### src/rtl/data_cache.sv
// Direct-mapped, write-back, write-allocate data cache: 8 blocks x 4 bytes,
// 8-bit byte address, single-block refill and writeback over a busywait handshake.
module data_cache (
    input  logic        CLK,
    input  logic        RESET,
    input  logic        READ,
    input  logic        WRITE,
    input  logic [7:0]  ADDRESS,
    input  logic [7:0]  WRITEDATA,
    output logic [7:0]  READDATA,
    output logic        BUSYWAIT,
    output logic        MEM_READ,
    output logic        MEM_WRITE,
    output logic [5:0]  MEM_ADDRESS,
    output logic [31:0] MEM_WRITEDATA,
    input  logic [31:0] MEM_READDATA,
    input  logic        MEM_BUSYWAIT
);

    typedef enum logic [1:0] {
        IDLE,
        WRITEBACK,
        FETCH
    } state_t;

    state_t      state;
    logic [7:0]  valid;
    logic [7:0]  dirty;
    logic [2:0]  tags   [8];
    logic [31:0] blocks [8];

    logic [2:0]  tag_in;
    logic [2:0]  idx;
    logic [1:0]  offset;
    logic        hit;
    logic        req;
    logic        write_hit;
    logic        fill;

    assign tag_in = ADDRESS[7:5];
    assign idx    = ADDRESS[4:2];
    assign offset = ADDRESS[1:0];

    assign hit       = valid[idx] && (tags[idx] == tag_in);
    assign req       = READ | WRITE;
    assign write_hit = (state == IDLE) && WRITE && hit;
    assign fill      = (state == FETCH) && !MEM_BUSYWAIT;

    // NOTE: BUSYWAIT is a combinational decode so a hit costs zero stall cycles.
    assign BUSYWAIT = !RESET && req && !((state == IDLE) && hit);

    assign READDATA      = blocks[idx][{offset, 3'b000} +: 8];
    assign MEM_WRITEDATA = blocks[idx];
    assign MEM_ADDRESS   = (state == WRITEBACK) ? {tags[idx], idx} : {tag_in, idx};

    // Control FSM; memory requests are registered alongside the state.
    always_ff @(posedge CLK) begin
        if (RESET) begin
            state     <= IDLE;
            valid     <= '0;
            dirty     <= '0;
            MEM_READ  <= 1'b0;
            MEM_WRITE <= 1'b0;
        end else begin
            case (state)
                IDLE: begin
                    if (req && !hit) begin
                        if (valid[idx] && dirty[idx]) begin
                            state     <= WRITEBACK;
                            MEM_WRITE <= 1'b1;
                        end else begin
                            state    <= FETCH;
                            MEM_READ <= 1'b1;
                        end
                    end else if (write_hit) begin
                        dirty[idx] <= 1'b1;
                    end
                end
                WRITEBACK: begin
                    if (!MEM_BUSYWAIT) begin
                        state     <= FETCH;
                        MEM_WRITE <= 1'b0;
                        MEM_READ  <= 1'b1;
                    end
                end
                FETCH: begin
                    if (!MEM_BUSYWAIT) begin
                        state      <= IDLE;
                        MEM_READ   <= 1'b0;
                        valid[idx] <= 1'b1;
                        dirty[idx] <= 1'b0;
                    end
                end
                default: begin
                    state     <= IDLE;
                    MEM_READ  <= 1'b0;
                    MEM_WRITE <= 1'b0;
                end
            endcase
        end
    end

    // NOTE: tag and data arrays carry no reset; the valid bits gate every use of them.
    always_ff @(posedge CLK) begin
        if (!RESET) begin
            if (fill) begin
                blocks[idx] <= MEM_READDATA;
                tags[idx]   <= tag_in;
            end else if (write_hit) begin
                blocks[idx][{offset, 3'b000} +: 8] <= WRITEDATA;
            end
        end
    end

endmodule

### config.mk
export PLATFORM = sky130hd
export DESIGN_NAME = data_cache
export DESIGN_NICKNAME = d
export VERILOG_FILES = /design/src/rtl/data_cache.sv
export SDC_FILE = /design/constraint.sdc
export NUM_CORES = 1
export LEC_CHECK = 0
export CAP_MARGIN = 20
export CELL_PAD_IN_SITES_DETAIL_PLACEMENT = 2
export CELL_PAD_IN_SITES_GLOBAL_PLACEMENT = 2
export CORE_ASPECT_RATIO = 1.2
export CORE_UTILIZATION = 40
export DETAILED_ROUTE_END_ITERATION = 12
export DONT_BUFFER_PORTS = 1
export GPL_TIMING_DRIVEN = 0
export PLACE_DENSITY_LB_ADDON = 0.1
export SYNTH_ARGS = -nofsm -noshare
export SYNTH_HDL_FRONTEND = slang
export SYNTH_SLANG_ARGS = --single-unit
### constraint.sdc
create_clock -name CLK -period 7.8 [get_ports CLK]
set_input_delay 1.56 -clock CLK [delete_from_list [all_inputs] [get_ports CLK]]
set_output_delay 1.56 -clock CLK [all_outputs]
set_load 0.005 [all_outputs]
==> reports/metrics.cfg, run 1 <==
[setup_path]
r2r_slack_ns=3.93
cp.arrival_ns=5.45
critPathKind=in2out
timing.rr.start=state[0]$_SDFFE_PP0P_
critPathRequiredTime_ns=6.24
timing.critical_path.from=ADDRESS[3]
worstSetupEndpointType=primary output
crit_path_max_fanout=10
crit_path_start_kind=input port

[logic_synthesis]
ys_warn_count=0
synth-edff-count=280
async_flop_share_pct=0
synth_cell_types=55
synth_fp_nets=919
syn-instance-count=861
synth_area_sq_um=12770
synth-seq-area-share_pct=69.00
synth_ff_type=edfxtp_1
syn_avg_cell_area_sq_um=14.83
synth_seq_cells=300

[timing]
min_period_ns=7.007
timing.slew.headroom_pct=15.18
hold_viol=0
grt_setup_unrepaired=false
fin_crit_sh_pct=89.83
drv_slew=0
final.setup.tns_ns=0
worst_slew_pin_slew_ns=1.259
final-setup-viol-count=0
skew_ns=0.02107
fmax_mhz=142.7

[clock_network]
cts.htree.levels=2
cts_resized=0
cts_tree=built
path_clk_slew_ns=0.06
numClockSinks=300
postCtsSetupRepairBufs=0
holdBufCountCts=0
ctsRootBufferMaster=clkbuf_16
cts-buffers-inserted=34
cts_buffer_depth=3
clock_latency_ns=0.53

[die]
die_h_um=197.7
core_sq_um=31360
fp.dieArea_sq_um=32640
die_w_um=165.1
std_cell_rows=71
initial_core_util_pct=40.71
io_pins=102

[power]
worst_ir_drop_vdd_mv=0.1410
p_leak_nw=5.009
power_frac_comb_pct=7.5
p_clk_share_pct=44.0
p_int_mw=2.805
powerDensity_nw_per_um2=249.8
power.switching_uw=856.2
p_total_mw=3.661
seqPwrFrac_pct=48.5
switching_share_pct=23.39

[final_layout]
final_nets=992
syn_to_final_growth_pct=14.80
drive_above_1_share_pct=17.28
n_fill_cell=3009

[run_status]
status=complete, no violations

[global_routing]
grt_pass1_vias=9174
track_usage_pct=30.72
grt_pass1_wl_mm=68.04
gr-total-overflow=0
grt_max_degree=14
antenna_found_initial=1

[drt]
drt-total-wl_mm=48.88
drcViolationCount=0
drt-vias-per-instance=6.374
antenna_left=0
num_vias=8649
first_pass_iters=5
drt_iter0_drc=690
wire_per_inst_um=36.02

[placement]
portBuffers=0
gp_congestion=0.8514
dp.final_hpwl_mm=33.96

[worst_hold_path]
hp-start=valid[3]$_SDFFE_PP0P_
hold_class=reg2reg

[run]
maxCapViolCount=0

==> per-stage QoR <==
step	instance area, sq um	utilization, %	std cells	hold slack [ns]	setup slack [ns]
finish	14660	46.73	1357	0.4748	0.7930
global route	14650	46.73	1356	0.5011	0.9006
CTS	14480	46.18	1332	0.4777	0.9389
detailed placement	13390	42.68	1275	0.4690	0.9832
global placement	13270	42.31	1262	0.4585	1.025
floorplan	12770	-	861	0.4515	2.808
==> power by group through the flow <==
| stage | Sequential (mW) | Combinational (mW) | Clock (mW) |
|---|---|---|---|
| 2_1_floorplan | 1.81 | 0.148 | 0 |
| 3_3_place_gp | 1.81 | 0.251 | 0 |
| 3_5_place_dp | 1.81 | 0.264 | 0 |
| 4_1_cts | 1.78 | 0.267 | 1.62 |
| 5_1_grt | 1.78 | 0.285 | 1.67 |
| 6_report | 1.78 | 0.275 | 1.61 |
==> flip-flops by register name, summed over array words and instances (netlist names), named ones only <==
| signal | count |
|---|---|
| MEM_WRITE | 1 |
| state | 2 |
| tags | 24 |
| valid | 8 |
| blocks | 256 |
| MEM_READ | 1 |
==> cell usage after synthesis, types with 4 or more instances <==
library cell / count / area, sq um
nor3_2: 5 / 50.05
nor2_1: 29 / 108.9
mux2_2: 31 / 349.1
mux4_2: 11 / 247.7
a22oi_1: 30 / 225.2
o22ai_1: 16 / 100.1
a221o_1: 6 / 60.06
nand2b_1: 5 / 31.28
or3_1: 7 / 43.79
inv_1: 52 / 195.2
a221oi_1: 43 / 376.6
nand2_1: 52 / 195.2
nor3_1: 6 / 30.03
a22o_1: 7 / 61.31
o22a_1: 4 / 35.03
edfxtp_1: 280 / 8408
ha_1: 5 / 62.56
buf_4: 4 / 30.03
nand3_2: 4 / 40.04
buf_6: 6 / 67.56
buf_1: 5 / 18.77
o21ai_0: 31 / 155.2
nor3b_1: 4 / 30.03
buf_2: 11 / 55.05
o221ai_1: 11 / 96.34
a21oi_1: 46 / 230.2
mux2i_1: 62 / 620.6
clkbuf_1: 23 / 86.33
dfxtp_1: 20 / 400.4
nand3_1: 9 / 45.04
==> per-layer routing <==
metal	routed length (um)	vias up	global-route usage, %
met1	18160	4506	37.09
met5	0	-	0
li1	-	3554	-
met4	2309	0	13.97
met2	23710	482	50.61
met3	4700	107	8.693
==> worst max-delay path: stages <==
cell and delay, ns:
buf_2 0.19, buf_2 0.35, buf_1 0.82, clkbuf_1 0.91
a221oi_1 0.10, o21ai_0 0.97, mux4_2 0.52
==> layout make-up <==
class	instances	area [sq um]	area share (%)
diodes	1	2.502	0.01708
flip-flops and latches	300	8808	60.10
plain buffers	49	257.7	1.759
inverters	55	206.4	1.409
clock buffers	43	948.4	6.471
well taps	401	501.7	3.424
multi-input cells	457	3501	23.89
clock inverters	14	147.6	1.007
repair buffers	37	281.5	1.921
==> final timing paths <==
| kind | to | cells past startpoint |
|---|---|---|
| worst min-delay path | valid[3]$_SDFFE_PP0P_ | 2 |
| worst max register to register | blocks[1][29]$_DFFE_PP_ | 7 |
| worst max-delay path | READDATA[2] | 7 |
| worst min register to register | valid[3]$_SDFFE_PP0P_ | 2 |
==> cell usage in the layout (no fill, tap or decap), types with 8 or more instances in the layout <==
| cell | instances |
|---|---|
| a21oi_1 | 46 |
| nand2_1 | 52 |
| o21ai_0 | 31 |
| edfxtp_1 | 280 |
| inv_1 | 52 |
| clkinv_1 | 8 |
| o22ai_1 | 16 |
| mux4_2 | 11 |
| nor2_1 | 28 |
| mux2i_1 | 62 |
| buf_6 | 11 |
| buf_4 | 30 |
| mux2_2 | 31 |
| dfxtp_1 | 20 |
| a22oi_1 | 30 |
| a221oi_1 | 43 |
| clkbuf_1 | 29 |
| clkbuf_16 | 37 |
| nand3_1 | 9 |
| o221ai_1 | 11 |
| buf_2 | 16 |
==> logic make-up after synthesis <==
logic type / synth area share [%]
AOI/OAI and AO/OA: 11.97
DFF: 69.00
adders and majority gates: 0.4901
and+or+nand+nor: 5.371
buffers and inverters: 3.636
muxes: 9.536
Note: power is estimated with default switching activity, not from simulation.
==> run 2, diff against run 1 <==
- CAP_MARGIN: 20 -> unset
- TNS_END_PERCENT: unset -> 50
- clock period: 7.8 -> 7.65 ns (I/O delays scaled with it)
==> run 2 against run 1 <==
Sequential cell count unchanged. Combinational power down 3%. Non-clock buffer count decreased by 36. Global-route usage is 1.1 points lower. Register-to-register slack worse by 0.39 ns. Largest cell class unchanged. Highest routed layer unchanged.
==> reports/metrics.cfg, run 2 (same netlist as run 1, synthesis figures left out) <==
[clock_network]
cts_tree=built
cts.htree.levels=1
path_clk_slew_ns=0.06
cts-buffers-inserted=31
clock_latency_ns=0.59
cts_buffer_depth=3
holdBufCountCts=0
postCtsSetupRepairBufs=0
cts_resized=0
ctsRootBufferMaster=clkbuf_16
numClockSinks=300

[final_layout]
final_cell_mix=280 x edfxtp_1, 62 x mux2i_1, 52 x nand2_1, 52 x inv_1, 46 x a21oi_1
final_nets=953
stdcell_count=1321
n_fill_cell=2982
largest_reg_flops=256
largestRegisters=blocks x256, tags x24, valid x8
top_register=blocks
diodes=0
syn_to_final_growth_pct=11.91
fin_area_sq_um=14290
final_common_cell=edfxtp_1
drive_above_1_share_pct=14.02

[setup_path]
crit_top_cell=buf_2
r2r_cells=7
timing.rr.end=blocks[0][25]$_DFFE_PP_
r2r_slack_ns=3.54
cp.arrival_ns=5.26
critPathKind=in2out
crit_chain=buf_2 -> buf_2 -> buf_1 -> clkbuf_1 -> a221oi_1 -> o21ai_0 -> mux4_2
worstSetupEndpointType=primary output
crit_path_max_fanout=10
cp-endpoint=READDATA[6]
critPathRequiredTime_ns=6.12
crit_path_start_kind=input port
slowest_delay_ns=1.00
timing.critical_path.from=ADDRESS[3]
timing.rr.start=state[0]$_SDFFE_PP0P_
cp_slowest_cell=o21ai_0

[global_routing]
gr-total-overflow=0
antenna_found_initial=0
grt_max_degree=16
grt_pass1_wl_mm=66.32
track_usage_pct=29.59
grt_pass1_vias=8873

[timing]
drv_slew=0
final.setup.tns_ns=0
finalWorstSetupSlack_ns=0.8579
fmax_mhz=147.2
fin_crit_sh_pct=88.79
worst_slew_pin_slew_ns=1.476
skew_ns=0.01393
timing.slew.headroom_pct=1.610
hold_viol=0
min_period_ns=6.792
final-setup-viol-count=0
grt_setup_unrepaired=false

[run]
maxCapViolCount=0

[placement]
dp.final_hpwl_mm=32.86
placed_area_sq_um=13290
portBuffers=0
place_ws_ns=0.9552
dp_cells=1263
gp_congestion=0.8514

[drt]
drt_iter0_drc=640
num_vias=8286
drcViolationCount=0
drt-total-wl_mm=47.03
first_pass_iters=5
wire_per_inst_um=35.60
drt-vias-per-instance=6.273
antenna_left=0

[die]
die_w_um=165.1
initial_core_util_pct=40.71
fp.dieArea_sq_um=32640
std_cell_rows=71
die_h_um=197.7
core_sq_um=31360
io_pins=102

[power]
worst_ir_drop_vdd_mv=0.1860
p_leak_nw=4.774
p_total_mw=3.603
powerDensity_nw_per_um2=252.2

[run_status]
status=complete, no violations

[worst_hold_path]
hold_class=reg2reg

==> run 2: cell types whose count changed in the layout (fill, tap and decap cells not counted), moves of 2 or more <==
cell	change
buf_4	-26
clkbuf_16	-6
clkinv_2	+6
buf_2	-5
buf_6	-4
clkinv_4	-2
==> run 2: routing by layer <==
layer	wire [um]	vias up	global-route usage, %
met5	0	-	0
met4	1705	0	10.81
met3	3895	88	6.389
met2	23190	401	49.26
met1	18230	4317	37.67
li1	-	3480	-
==> run 2: cell type report <==
class | instances | area [sq um] | area share [%]
timing repair buffer | 1 | 11.26 | 0.07882
clock inverter | 21 | 201.4 | 1.410
multi-input combinational | 457 | 3501 | 24.51
buffer | 49 | 257.7 | 1.804
tap | 401 | 501.7 | 3.512
sequential | 300 | 8808 | 61.66
inverter | 55 | 206.4 | 1.445
clock buffer | 37 | 798.3 | 5.588
==> run 2: through the flow <==
stage                     utilization [%]  hold slack (ns)
final                               45.56           0.4760
after global routing                45.56           0.5177
after CTS                           45.56           0.4778
after detailed placement            42.37           0.4690
after global placement              42.31           0.4585
after floorplan                         -           0.4515
==> run 2: worst min path at each step <==
stage / to / cells past startpoint / from
after detailed placement: valid[3]$_SDFFE_PP0P_ / 2 / valid[3]$_SDFFE_PP0P_
after global routing: valid[3]$_SDFFE_PP0P_ / 2 / valid[3]$_SDFFE_PP0P_
after global placement: valid[0]$_SDFFE_PP0P_ / 2 / valid[0]$_SDFFE_PP0P_
final: valid[3]$_SDFFE_PP0P_ / 2 / valid[3]$_SDFFE_PP0P_
after CTS: valid[3]$_SDFFE_PP0P_ / 2 / valid[3]$_SDFFE_PP0P_
after floorplan: valid[0]$_SDFFE_PP0P_ / 2 / valid[0]$_SDFFE_PP0P_
==> run 2: critical path, delay by kind of cell <==
family          cells  cell delay [ns]
compound gates      2             1.13
mux                 1             0.48
buf+inv             4             2.11
==> run 2: power by group <==
| group | switching (mW) | leakage [nW] | internal, mW |
|---|---|---|---|
| clock network | 0.649 | 0.490 | 0.875 |
| logic | 0.196 | 1.60 | 0.0717 |
| registers | 0.00481 | 2.68 | 1.81 |
==> run 3, diff against run 2 <==
- CORE_MARGIN: unset -> 10
- TNS_END_PERCENT: 50 -> unset
==> run 3 against run 2 <==
The run now ends with capacitance limit, slew limit left. Global-route usage fell by 5.1 points. Count of clock-buffer cells in the layout fell by 3. First-iteration DRC count rose by 63%. Final cell count did not move. Worst setup slack got worse by 0.16 ns. Register-to-register slack improved by 0.07 ns. Sequential cell count did not move. Critical path depth did not move. Wire length rose by 4.3%. Die area rose by 21%. Clock power rose by 5%. Sequential power barely moved. Critical endpoint is now READDATA[2]. Highest routed layer unchanged.
==> reports/metrics.cfg, run 3 (same netlist as run 1, synthesis figures left out) <==
[global_routing]
grt_pass1_wl_mm=68.84
gr-total-overflow=0
grt_max_degree=15
antenna_found_initial=1
grt_pass1_vias=9166
track_usage_pct=24.53

[timing]
hold_viol=0
min_period_ns=6.953
skew_ns=0.02468
grt_setup_unrepaired=false
finalWorstSetupSlack_ns=0.6969
fin_crit_sh_pct=90.89
fmax_mhz=143.8
worst_slew_pin_slew_ns=1.499
final-setup-viol-count=0
drv_slew=1
final.setup.tns_ns=0
timing.slew.headroom_pct=-0.5095

[power]
worst_ir_drop_vdd_mv=0.2137
p_clk_share_pct=43.3
p_total_mw=3.679
power.switching_uw=861.8
powerDensity_nw_per_um2=256.6
p_leak_nw=4.799
power_frac_comb_pct=7.5
seqPwrFrac_pct=49.2
switching_share_pct=23.43
p_int_mw=2.817

[final_layout]
final_cell_mix=280 x edfxtp_1, 62 x mux2i_1, 52 x nand2_1, 52 x inv_1, 46 x a21oi_1
fin_area_sq_um=14340
stdcell_count=1321
syn_to_final_growth_pct=12.32
top_register=blocks
n_fill_cell=3033
drive_above_1_share_pct=14.15
final_common_cell=edfxtp_1
final_nets=953
largestRegisters=blocks x256, tags x24, valid x8
largest_reg_flops=256

[worst_hold_path]
hold_class=reg2reg

[setup_path]
crit_path_max_fanout=10
critPathKind=in2out
crit_path_start_kind=input port
critPathRequiredTime_ns=6.12
worstSetupEndpointType=primary output
cp.arrival_ns=5.42

[placement]
gp_congestion=0.8957
dp.final_hpwl_mm=33.78
placed_area_sq_um=13280
portBuffers=0
dp_cells=1263
place_ws_ns=0.8747

[clock_network]
path_clk_slew_ns=0.06
cts_resized=0
cts_buffer_depth=3
cts_tree=built
cts-buffers-inserted=31
ctsRootBufferMaster=clkbuf_16
holdBufCountCts=0
clock_latency_ns=0.59
numClockSinks=300
cts.htree.levels=1
postCtsSetupRepairBufs=0

[drt]
antenna_left=0
drt-total-wl_mm=49.02
drcViolationCount=0
num_vias=8422
drt_iter0_drc=1045
drt-vias-per-instance=6.375
wire_per_inst_um=37.11
first_pass_iters=5

[run]
maxCapViolCount=1

[run_status]
status=finished, violations left
violations=capacitance limit, slew limit

[die]
std_cell_rows=71
core_sq_um=31450
initial_core_util_pct=40.59
die_h_um=215.7
fp.dieArea_sq_um=39490
die_w_um=183.1
io_pins=102

run 3: cell types whose count changed in the layout (fill, tap and decap cells not counted):
| cell | previous run | this run |
|---|---|---|
| inv_6 | 1 | 0 |
| clkinv_2 | 7 | 6 |
| nor2_1 | 28 | 29 |
| diode_2 | 0 | 1 |
| bufinv_16 | 4 | 6 |
| clkbuf_1 | 29 | 26 |
| nor2_2 | 1 | 0 |
| clkinv_4 | 0 | 2 |
run 3: power groups by stage:
| stage | Clock [mW] | Combinational, mW | Sequential (mW) |
|---|---|---|---|
| after global routing | 1.67 | 0.289 | 1.81 |
| final | 1.59 | 0.276 | 1.81 |
| after CTS | 1.60 | 0.272 | 1.81 |
| after floorplan | 0 | 0.151 | 1.84 |
| after global placement | 0 | 0.260 | 1.84 |
| after detailed placement | 0 | 0.269 | 1.85 |
run 3: worst paths after layout:
check | from | end | slack (ns) | depth (start not counted)
max reg2reg | state[0]$_SDFFE_PP0P_ | blocks[4][29]$_DFFE_PP_ | 3.61 | 7
max | ADDRESS[3] | READDATA[2] | 0.70 | 7
min | valid[1]$_SDFFE_PP0P_ | valid[1]$_SDFFE_PP0P_ | 0.48 | 2
min reg2reg | valid[1]$_SDFFE_PP0P_ | valid[1]$_SDFFE_PP0P_ | 0.48 | 2
run 3: per-layer routing:
| layer | GRT usage (%) | share of wire (%) | up-vias |
|---|---|---|---|
| li1 | - | - | 3482 |
| met1 | 30.22 | 38 | 4412 |
| met2 | 40.62 | 49 | 429 |
| met3 | 5.832 | 9.2 | 99 |
| met4 | 9.740 | 4.1 | 0 |
| met5 | 0 | 0 | - |
run 3: area by class of cell:
cell class / instances / area, sq um / share of cell area [%]
flip-flops and latches: 300 / 8808 / 61.43
repair buffers: 1 / 11.26 / 0.07853
clock inverters: 23 / 265.3 / 1.850
multi-input cells: 457 / 3498 / 24.40
diodes: 1 / 2.502 / 0.01745
clock buffers: 34 / 787.0 / 5.489
inverters: 55 / 206.4 / 1.440
well taps: 401 / 501.7 / 3.499
plain buffers: 49 / 257.7 / 1.798
run 3: stage by stage:
step	hold WS, ns	util, %
after floorplan	0.4515	-
after global placement	0.4586	42.19
after detailed placement	0.4697	42.24
after CTS	0.4792	45.59
after global routing	0.4973	45.59
final	0.4790	45.60
run 3: critical path: stages:
cell and delay, ns:
buf_2 0.18, buf_2 0.39, buf_1 0.80, clkbuf_1 1.01, a221oi_1 0.10, o21ai_0 0.88
mux4_2 0.51
